## src/rtl/rr_decode_arbiter_pkg.sv

```systemverilog
// Shared types, constants and the round-robin scan helper for the
// 8-way decode arbiter.
package arb_pkg;

  localparam int N_REQ = 8;
  localparam int IDX_W = 3;
  localparam int CNT_W = 8;

  typedef enum logic {
    IDLE  = 1'b0,
    GRANT = 1'b1
  } state_e;

  // First set index at or after ptr, wrapping mod N_REQ. Scanning from
  // the far end lets the closest hit overwrite the earlier ones.
  function automatic logic [IDX_W-1:0] next_rr_index(
    input logic [N_REQ-1:0] req,
    input logic [IDX_W-1:0] ptr
  );
    logic [IDX_W-1:0] idx;
    next_rr_index = ptr;
    for (int k = N_REQ - 1; k >= 0; k--) begin
      idx = ptr + IDX_W'(k);
      if (req[idx]) next_rr_index = idx;
    end
  endfunction

endpackage

```

## src/rtl/rr_decode_arbiter_if.sv

```systemverilog
// Request/grant bundle between the requesters (master) and the
// arbiter (slave).
interface rr_decode_arbiter_if;
  import arb_pkg::*;

  logic [N_REQ-1:0] req;
  logic             done;
  logic             grant_valid;
  logic [IDX_W-1:0] grant_idx;
  logic [N_REQ-1:0] grant_onehot;
  logic             timeout;
  logic [CNT_W-1:0] busy_cnt;

  modport master (
    output req, done,
    input  grant_valid, grant_idx, grant_onehot, timeout, busy_cnt
  );

  modport slave (
    input  req, done,
    output grant_valid, grant_idx, grant_onehot, timeout, busy_cnt
  );

endinterface

```

## src/rtl/rr_decode_arbiter_dec3to8_onehot.sv

```systemverilog
// 3-to-8 one-hot decoder with enable; drives the shared resource's
// enables from the registered grant.
module dec3to8_onehot
  import arb_pkg::*;
(
  input  logic [IDX_W-1:0] in,
  input  logic             enable,
  output logic [N_REQ-1:0] out
);

  assign out = enable ? (N_REQ'(1) << in) : '0;

endmodule

```

## src/rtl/rr_decode_arbiter.sv

```systemverilog
// Round-robin arbiter for 8 requesters: holds a grant until done,
// request withdrawal, or the hold limit, then re-arbitrates in IDLE.
module rr_decode_arbiter
  import arb_pkg::*;
#(
  parameter int MAX_HOLD = 16
) (
  input  logic                clk,
  input  logic                rst_n,
  rr_decode_arbiter_if.slave  bus
);

  localparam logic [CNT_W-1:0] HOLD_LAST = CNT_W'(MAX_HOLD - 1);

  state_e           state_q,       state_d;
  logic [IDX_W-1:0] ptr_q,         ptr_d;
  logic [IDX_W-1:0] grant_idx_q,   grant_idx_d;
  logic             grant_valid_q, grant_valid_d;
  logic [CNT_W-1:0] busy_cnt_q,    busy_cnt_d;
  logic             timeout_q,     timeout_d;

  logic rel_done, rel_drop, rel_hold;

  assign rel_done = bus.done;
  assign rel_drop = ~bus.req[grant_idx_q];
  assign rel_hold = (busy_cnt_q == HOLD_LAST);

  always_comb begin
    // NOTE: every _d takes its held value first so no path leaves it
    // unassigned; that is what keeps this block free of latches.
    state_d       = state_q;
    ptr_d         = ptr_q;
    grant_idx_d   = grant_idx_q;
    grant_valid_d = grant_valid_q;
    busy_cnt_d    = busy_cnt_q;
    timeout_d     = 1'b0;

    unique case (state_q)
      IDLE: begin
        if (|bus.req) begin
          grant_idx_d   = next_rr_index(bus.req, ptr_q);
          grant_valid_d = 1'b1;
          busy_cnt_d    = '0;
          state_d       = GRANT;
        end
      end
      GRANT: begin
        if (rel_done || rel_drop || rel_hold) begin
          grant_valid_d = 1'b0;
          busy_cnt_d    = '0;
          ptr_d         = grant_idx_q + IDX_W'(1);
          state_d       = IDLE;
          // Only a pure hold-limit release is reported as a timeout.
          timeout_d     = rel_hold && !rel_done && !rel_drop;
        end else begin
          busy_cnt_d    = busy_cnt_q + CNT_W'(1);
        end
      end
      default: begin
        state_d       = IDLE;
        grant_valid_d = 1'b0;
        busy_cnt_d    = '0;
      end
    endcase
  end

  always_ff @(posedge clk or negedge rst_n) begin
    if (!rst_n) begin
      state_q       <= IDLE;
      ptr_q         <= '0;
      grant_idx_q   <= '0;
      grant_valid_q <= 1'b0;
      busy_cnt_q    <= '0;
      timeout_q     <= 1'b0;
    end else begin
      // NOTE: non-blocking so every flop samples the pre-edge values.
      state_q       <= state_d;
      ptr_q         <= ptr_d;
      grant_idx_q   <= grant_idx_d;
      grant_valid_q <= grant_valid_d;
      busy_cnt_q    <= busy_cnt_d;
      timeout_q     <= timeout_d;
    end
  end

  assign bus.grant_valid = grant_valid_q;
  assign bus.grant_idx   = grant_idx_q;
  assign bus.timeout     = timeout_q;
  assign bus.busy_cnt    = busy_cnt_q;

  dec3to8_onehot u_dec (
    .in     (grant_idx_q),
    .enable (grant_valid_q),
    .out    (bus.grant_onehot)
  );

endmodule
```

## src/flat_wrapper.sv

```systemverilog
// flat-port wrapper written by rule: the top's interface ports become plain ports
module rr_decode_arbiter_flat import arb_pkg::*;
#(
  parameter int MAX_HOLD = 16
)
  (clk, rst_n, bus_req, bus_done, bus_grant_valid, bus_grant_idx, bus_grant_onehot, bus_timeout, bus_busy_cnt);
  rr_decode_arbiter_if bus_i ();
  input  logic clk;
  input  logic rst_n;
  input wire logic [$bits(bus_i.req)-1:0] bus_req;
  input wire logic [$bits(bus_i.done)-1:0] bus_done;
  output wire logic [$bits(bus_i.grant_valid)-1:0] bus_grant_valid;
  output wire logic [$bits(bus_i.grant_idx)-1:0] bus_grant_idx;
  output wire logic [$bits(bus_i.grant_onehot)-1:0] bus_grant_onehot;
  output wire logic [$bits(bus_i.timeout)-1:0] bus_timeout;
  output wire logic [$bits(bus_i.busy_cnt)-1:0] bus_busy_cnt;
  assign bus_i.req = bus_req;
  assign bus_i.done = bus_done;
  assign bus_grant_valid = bus_i.grant_valid;
  assign bus_grant_idx = bus_i.grant_idx;
  assign bus_grant_onehot = bus_i.grant_onehot;
  assign bus_timeout = bus_i.timeout;
  assign bus_busy_cnt = bus_i.busy_cnt;
  rr_decode_arbiter #(.MAX_HOLD(MAX_HOLD)) u_core (.clk(clk), .rst_n(rst_n), .bus(bus_i));
endmodule
```

## config.mk

```make
export PLATFORM = sky130hd
export DESIGN_NAME = rr_decode_arbiter_flat
export DESIGN_NICKNAME = d
export VERILOG_FILES = /design/src/rtl/rr_decode_arbiter_pkg.sv /design/src/rtl/rr_decode_arbiter_if.sv /design/src/rtl/rr_decode_arbiter_dec3to8_onehot.sv /design/src/rtl/rr_decode_arbiter.sv /design/src/flat_wrapper.sv
export SDC_FILE = /design/constraint.sdc
export NUM_CORES = 1
export LEC_CHECK = 0
export ABC_CLOCK_PERIOD_IN_PS = 3100
export CORE_UTILIZATION = 36
export CTS_CLUSTER_DIAMETER = 200
export DETAILED_ROUTE_END_ITERATION = 12
export GPL_ROUTABILITY_DRIVEN = 0
export SLEW_MARGIN = 20
export SYNTH_ARGS = -nofsm -noshare
export SYNTH_HDL_FRONTEND = slang
export SYNTH_SLANG_ARGS = --single-unit
```

## constraint.sdc

```tcl
create_clock -name clk -period 3.1 [get_ports clk]
set_input_delay 0.62 -clock clk [delete_from_list [all_inputs] [get_ports clk]]
set_output_delay 0.62 -clock clk [all_outputs]
set_load 0.01 [all_outputs]
```

After elaboration in Yosys (flattened, before gate mapping)
Index checks and enable logic that the tools add are counted.

operators by class
  $add $sub $neg = 9
  order comparisons = 9
  eq/ne operators = 3
  shifts and indexed selects = 1
  mux-type cells = 38
  bitwise gates (word level) = 2
  reduce and logical (&&, ||, !) cells = 9

operators with widths
  kind                                                                     count
  3-bit by 4-bit < comparator with 1-bit output, second input constant     9
  1-bit binary-select mux with 3-bit select                                9
  3-bit 2-to-1 mux                                                         8
  8-bit 2-to-1 mux                                                         3
  8-bit case mux with 2 select lines                                       1
  1-bit 2-to-1 mux                                                         15
  3-bit adder, second input constant                                       4
  8-bit by 1-bit adder with 8-bit output, second input constant            1
  8-bit by 4-bit equality test with 1-bit output, second input constant    1
  8-bit OR reduction                                                       1
  1-bit by 3-bit << shifter with 8-bit output, first input constant        1
  3-bit by 1-bit adder with 3-bit output, second input constant            2
  3-bit by 2-bit adder with 3-bit output, second input constant            2
  2-bit AND reduction                                                      3
  1-bit case mux with 2 select lines                                       2
  1-bit logical AND                                                        2
  1-bit logical OR                                                         2
  2-bit by 1-bit inequality test with 1-bit output, second input constant  1
  2-bit inequality test, second input constant                             1
  1-bit NOT                                                                2
  1-bit zero test                                                          1

storage, ports and cells
  register bits = 17
  bits of input ports = 11
  output and inout bits = 21
  word-level logic and storage cells = 77

Longest topological paths before layout
  depth in word-level cells = 11
  gate-level depth with buffers = 11

Modules after synthesis
Synthesis repeated with hierarchy kept, for this count alone.

unflattened totals
  cell total of the unflattened synthesis = 219
  area, all modules = 2,078.2 um2

modules (own cells, without submodules)
  module             times used  cells an instance  area an instance (um2)
  rr_decode_arbiter  1           211                1,983.2
  dec3to8_onehot     1           8                  95.1

Worst setup path after synthesis
OpenSTA, ideal clock, no wires.

  path kind = reg2reg
  from = reg u_core.ptr_q[0]
  to = reg u_core.grant_idx_q[0], in the netlist u_core.bus.grant_idx[0]
  arrival time = 2.625 ns
  slack = 0.355 ns
  cell stages (with the launch flop) = 12
  path buffers = 3
  clock period less this slack = 2.745 ns
  cells stage by stage = dfrtp_1 -> buf_6 -> buf_2 -> inv_1 -> ha_1 -> buf_4 -> mux2i_1 -> mux2i_1 -> or4b_2 -> nand4_1 -> o21ai_0 -> and3_1

between the ends
  cells in the longest elaborated chain, start to end = 11
  elaborated cells on any way between the ends = 31
  classes of those cells = add/sub (7); mux (24)

RTL lines
  item                                       RTL line                     RTL
  start, declared                            rr_decode_arbiter.sv:16      logic [IDX_W-1:0] ptr_q, ptr_d;
  start signal, assigned                     rr_decode_arbiter.sv:78      ptr_q <= ptr_d;
  3-bit adder                                rr_decode_arbiter_pkg.sv:23  idx = ptr + IDX_W'(k);
  1-bit binary-select mux with 3-bit select  rr_decode_arbiter_pkg.sv:24  if (req[idx]) next_rr_index = idx;
  1-bit 2-to-1 mux (not written as such)     rr_decode_arbiter_pkg.sv:24
  3-bit 2-to-1 mux (7 in series)             rr_decode_arbiter_pkg.sv:24
  3-bit 2-to-1 mux *                         rr_decode_arbiter_pkg.sv:24
  end signal, assigned                       rr_decode_arbiter.sv:79      grant_idx_q <= grant_idx_d;
  end, declared                              rr_decode_arbiter.sv:17      logic [IDX_W-1:0] grant_idx_q, grant_idx_d;

Every way passes the cells marked *; elsewhere a longest branch is shown, timed or not. The select of a mux whose other input is x is not followed.
A chain may end at the register's enable or synchronous reset.

Worst setup path in the final report
  from = reg u_core.ptr_q[1]
  to = reg u_core.grant_idx_q[0], in the netlist u_core.bus.grant_idx[0]

The elaborated chain is that of the path after synthesis.

==> results.json <==
{
  "grt_antenna_before_repair": 0,
  "worst-path-buf-inv": 1,
  "synth_ff_type": "dfrtp_1",
  "hold_violations": 0,
  "timing.rr.end": "u_core.bus.grant_idx[0]",
  "numCtsBuffers": 3,
  "synthCells": 201,
  "viasPerCell": 5.67,
  "yosysTopAreaCellShare_pct": 23.5,
  "crit_arrival_ns": 2.91,
  "use_met1_pct": 26.7,
  "grt_overflow_total": 0,
  "tns_ns": 0,
  "crit_path_end_kind": "register",
  "drv_slew": 0,
  "grt_pass1_vias": 1547,
  "min_path_type": "register to register",
  "final_layout_size_suffix_gt1_share_pct": 12.8,
  "max_stage_delay_ns": 0.64,
  "wl_per_cell_um": 15.1,
  "syn_to_final_growth_pct": 24.4,
  "yosys-top-cells-area": "dfrtp_1, mux4_2, ha_1, mux2i_1, o21ai_0",
  "r2r_slack_ns": 0.33,
  "drt-pass1-iter-count": 4,
  "cts_setup_buffers": 0,
  "fp-row-count": 25,
  "multi_input_area_mm2": 0.00130,
  "reg2reg_from": "u_core.ptr_q[1]",
  "clkTransAtPathRegs_ns": 0.08,
  "synth-edff-count": 0,
  "die_area_mm2": 0.00531,
  "crit_top_cell": "mux2i_1",
  "cts.sinks": 17,
  "postCtsHoldBufs": 0,
  "initial_core_util_pct": 37.8,
  "maxSlewHeadroom_pct": 44.3,
  "fin_crit_ns": 2.77,
  "status": "completed",
  "synth_area_leader_cell": "dfrtp_1",
  "die_w_um": 72.9,
  "antenna_left": 0,
  "place_area_mm2": 0.00220,
  "syn_avg_cell_area_um2": 9.00,
  "crit_path_cell_trace": "inv_1 -> ha_1 -> mux2i_1 -> mux2i_1 -> or4b_2 -> nand4_1 -> o21ai_0 -> and3_1",
  "ys_seq_area_share_pct": 23.5,
  "crit_path_top_delay_cell": "or4b_2",
  "fmax_ghz": 0.361,
  "worst_slew_pin_slew_ns": 0.833,
  "irDropWorstVdd_uv": 457,
  "grt_usage_pct": 18.6,
  "worstSetupStartpointType": "register",
  "hold_path.startpoint": "u_core.bus.busy_cnt[6]",
  "synth.most_common_cell": "nand2_1",
  "critical_path.top_delay_family": "simple AND/OR/NAND/NOR gates",
  "finClkSkew_ns": 0.00835,
  "path_class": "register to register",
  "diodes": 0,
  "cts_buffer_depth": 2,
  "cp_data_required_time_ns": 3.24,
  "drt-total-wl_um": 4560,
  "clock_latency_ns": 0.25,
  "num_io_pins": 32,
  "power.density_mw_per_mm2": 1040,
  "port_buffers": 31,
  "post-route-cell-area_mm2": 0.00225,
  "ff_latch_area_um2": 425,
  "filler_cell_count": 464,
  "busiest_layer": "met2",
  "synth.distinct_cells": 43,
  "core_mm2": 0.00479,
  "setup_violations": 0,
  "synth_area_mm2": 0.00181,
  "grt_pass1_wl_um": 7730,
  "cts_resized": 0,
  "ys_warn_count": 0,
  "holdPathEnd": "u_core.bus.busy_cnt[6]",
  "synth_common_cells": "nand2_1, o21ai_0, dfrtp_1, mux4_2, nor2_1",
  "dieHeight_um": 72.9,
  "p_leak_uw": 0.000926,
  "route.detailed.drc": 0,
  "root_buffer": "clkbuf_8",
  "dp_hpwl_um": 3450,
  "finalCritPeriodShare_pct": 89.5,
  "route.vias.total": 1707,
  "grt_max_degree": 19,
  "drt_iter0_drc": 134,
  "ff2ff_path_depth": 8,
  "max_cap_violations": 0,
  "async_flop_share_pct": 100,
  "rsz0062_at_grt": "false",
  "path_max_fanout": 11,
  "final_net_count": 255,
  "htree_num_levels": 1,
  "min_path_cells": 1,
  "met3_usage_pct": 3.04,
  "grt_util_met2_pct": 30.3,
  "synth_nets": 221,
  "synth_seq_cells": 17,
  "cts_tree": "built"
}
[logic make-up after synthesis]
kind of cell,share of synthesized area (%)
fa+ha+maj,6.22
flops,23.5
simple gates,24.0
xor+xnor,1.45
buf+inv,4.63
compound gates,15.8
mux,24.4
[sequential cells by signal, summed over array words and instances, names as in the netlist]
register	cells
u_core.bus.grant_idx	3
u_core.bus.busy_cnt	8
u_core.state_q	1
u_core.bus.timeout	1
u_core.bus.grant_valid	1
u_core.ptr_q	3
[routing by layer]
layer	routed length [um]	share of wire, %	vias to the layer above
li1	-	-	831
met1	2160	47	819
met2	2190	48	55
met3	197	4.3	2
met4	10	0.22	0
met5	0	0	-
[power breakdown]
part	leakage, uW	internal, uW	total, uW	switching, uW
Sequential	0.000219	285	401	117
Combinational	0.000685	836	1780	943
Clock	0.0000217	90.4	172	81.1
[how the worst max path moves through the flow]
stage                          startpoint                 endpoint  slack [ns]  depth (start not counted)
after floorplan           u_core.ptr_q[0]  u_core.bus.grant_idx[0]        0.36                         11
after global placement         bus_req[0]  u_core.bus.grant_idx[0]        0.21                          6
after detailed placement       bus_req[0]  u_core.bus.grant_idx[0]        0.19                          6
after CTS                 u_core.ptr_q[1]  u_core.bus.grant_idx[1]        0.35                          8
after global routing      u_core.ptr_q[1]  u_core.bus.grant_idx[0]        0.17                          8
final                     u_core.ptr_q[1]  u_core.bus.grant_idx[0]        0.33                          8
[placed cells by master (no fill, tap or decap), types with 3 or more instances in the layout]
cell type         n
clkdlybuf4s50_1  31
nand2_1          22
o21ai_0          18
dfrtp_1          17
mux4_2           12
nor2_1           11
inv_1            10
mux2i_1          10
a21oi_1           9
ha_1              9
and3_1            8
and2_1            8
nor4_1            7
buf_4             6
nand3_1           5
mux2_2            4
nor3_1            4
nand3b_1          3
or4b_2            3
o211ai_1          3
a31oi_1           3
clkbuf_8          3
[through the flow]
step / power (uW) / util, % / setup slack (ns) / instances / hold WS, ns
finish: 2350 / 47.0 / 0.326 / 301 / 0.541
global route: 2580 / 47.0 / 0.169 / 301 / 0.552
CTS: 2350 / 47.0 / 0.351 / 301 / 0.539
detailed placement: 2170 / 46.0 / 0.185 / 297 / 0.527
global placement: 2180 / 46.0 / 0.213 / 297 / 0.528
floorplan: 1690 / - / 0.355 / 201 / 0.324
[layout make-up]
class | count | area share, %
inverters | 10 | 1.67
multi-input cells | 166 | 57.8
flip-flops and latches | 17 | 18.9
clock inverters | 1 | 0.334
well taps | 67 | 3.72
clock buffers | 3 | 1.83
repair buffers | 37 | 15.8
(Power assumes the default switching activity.)
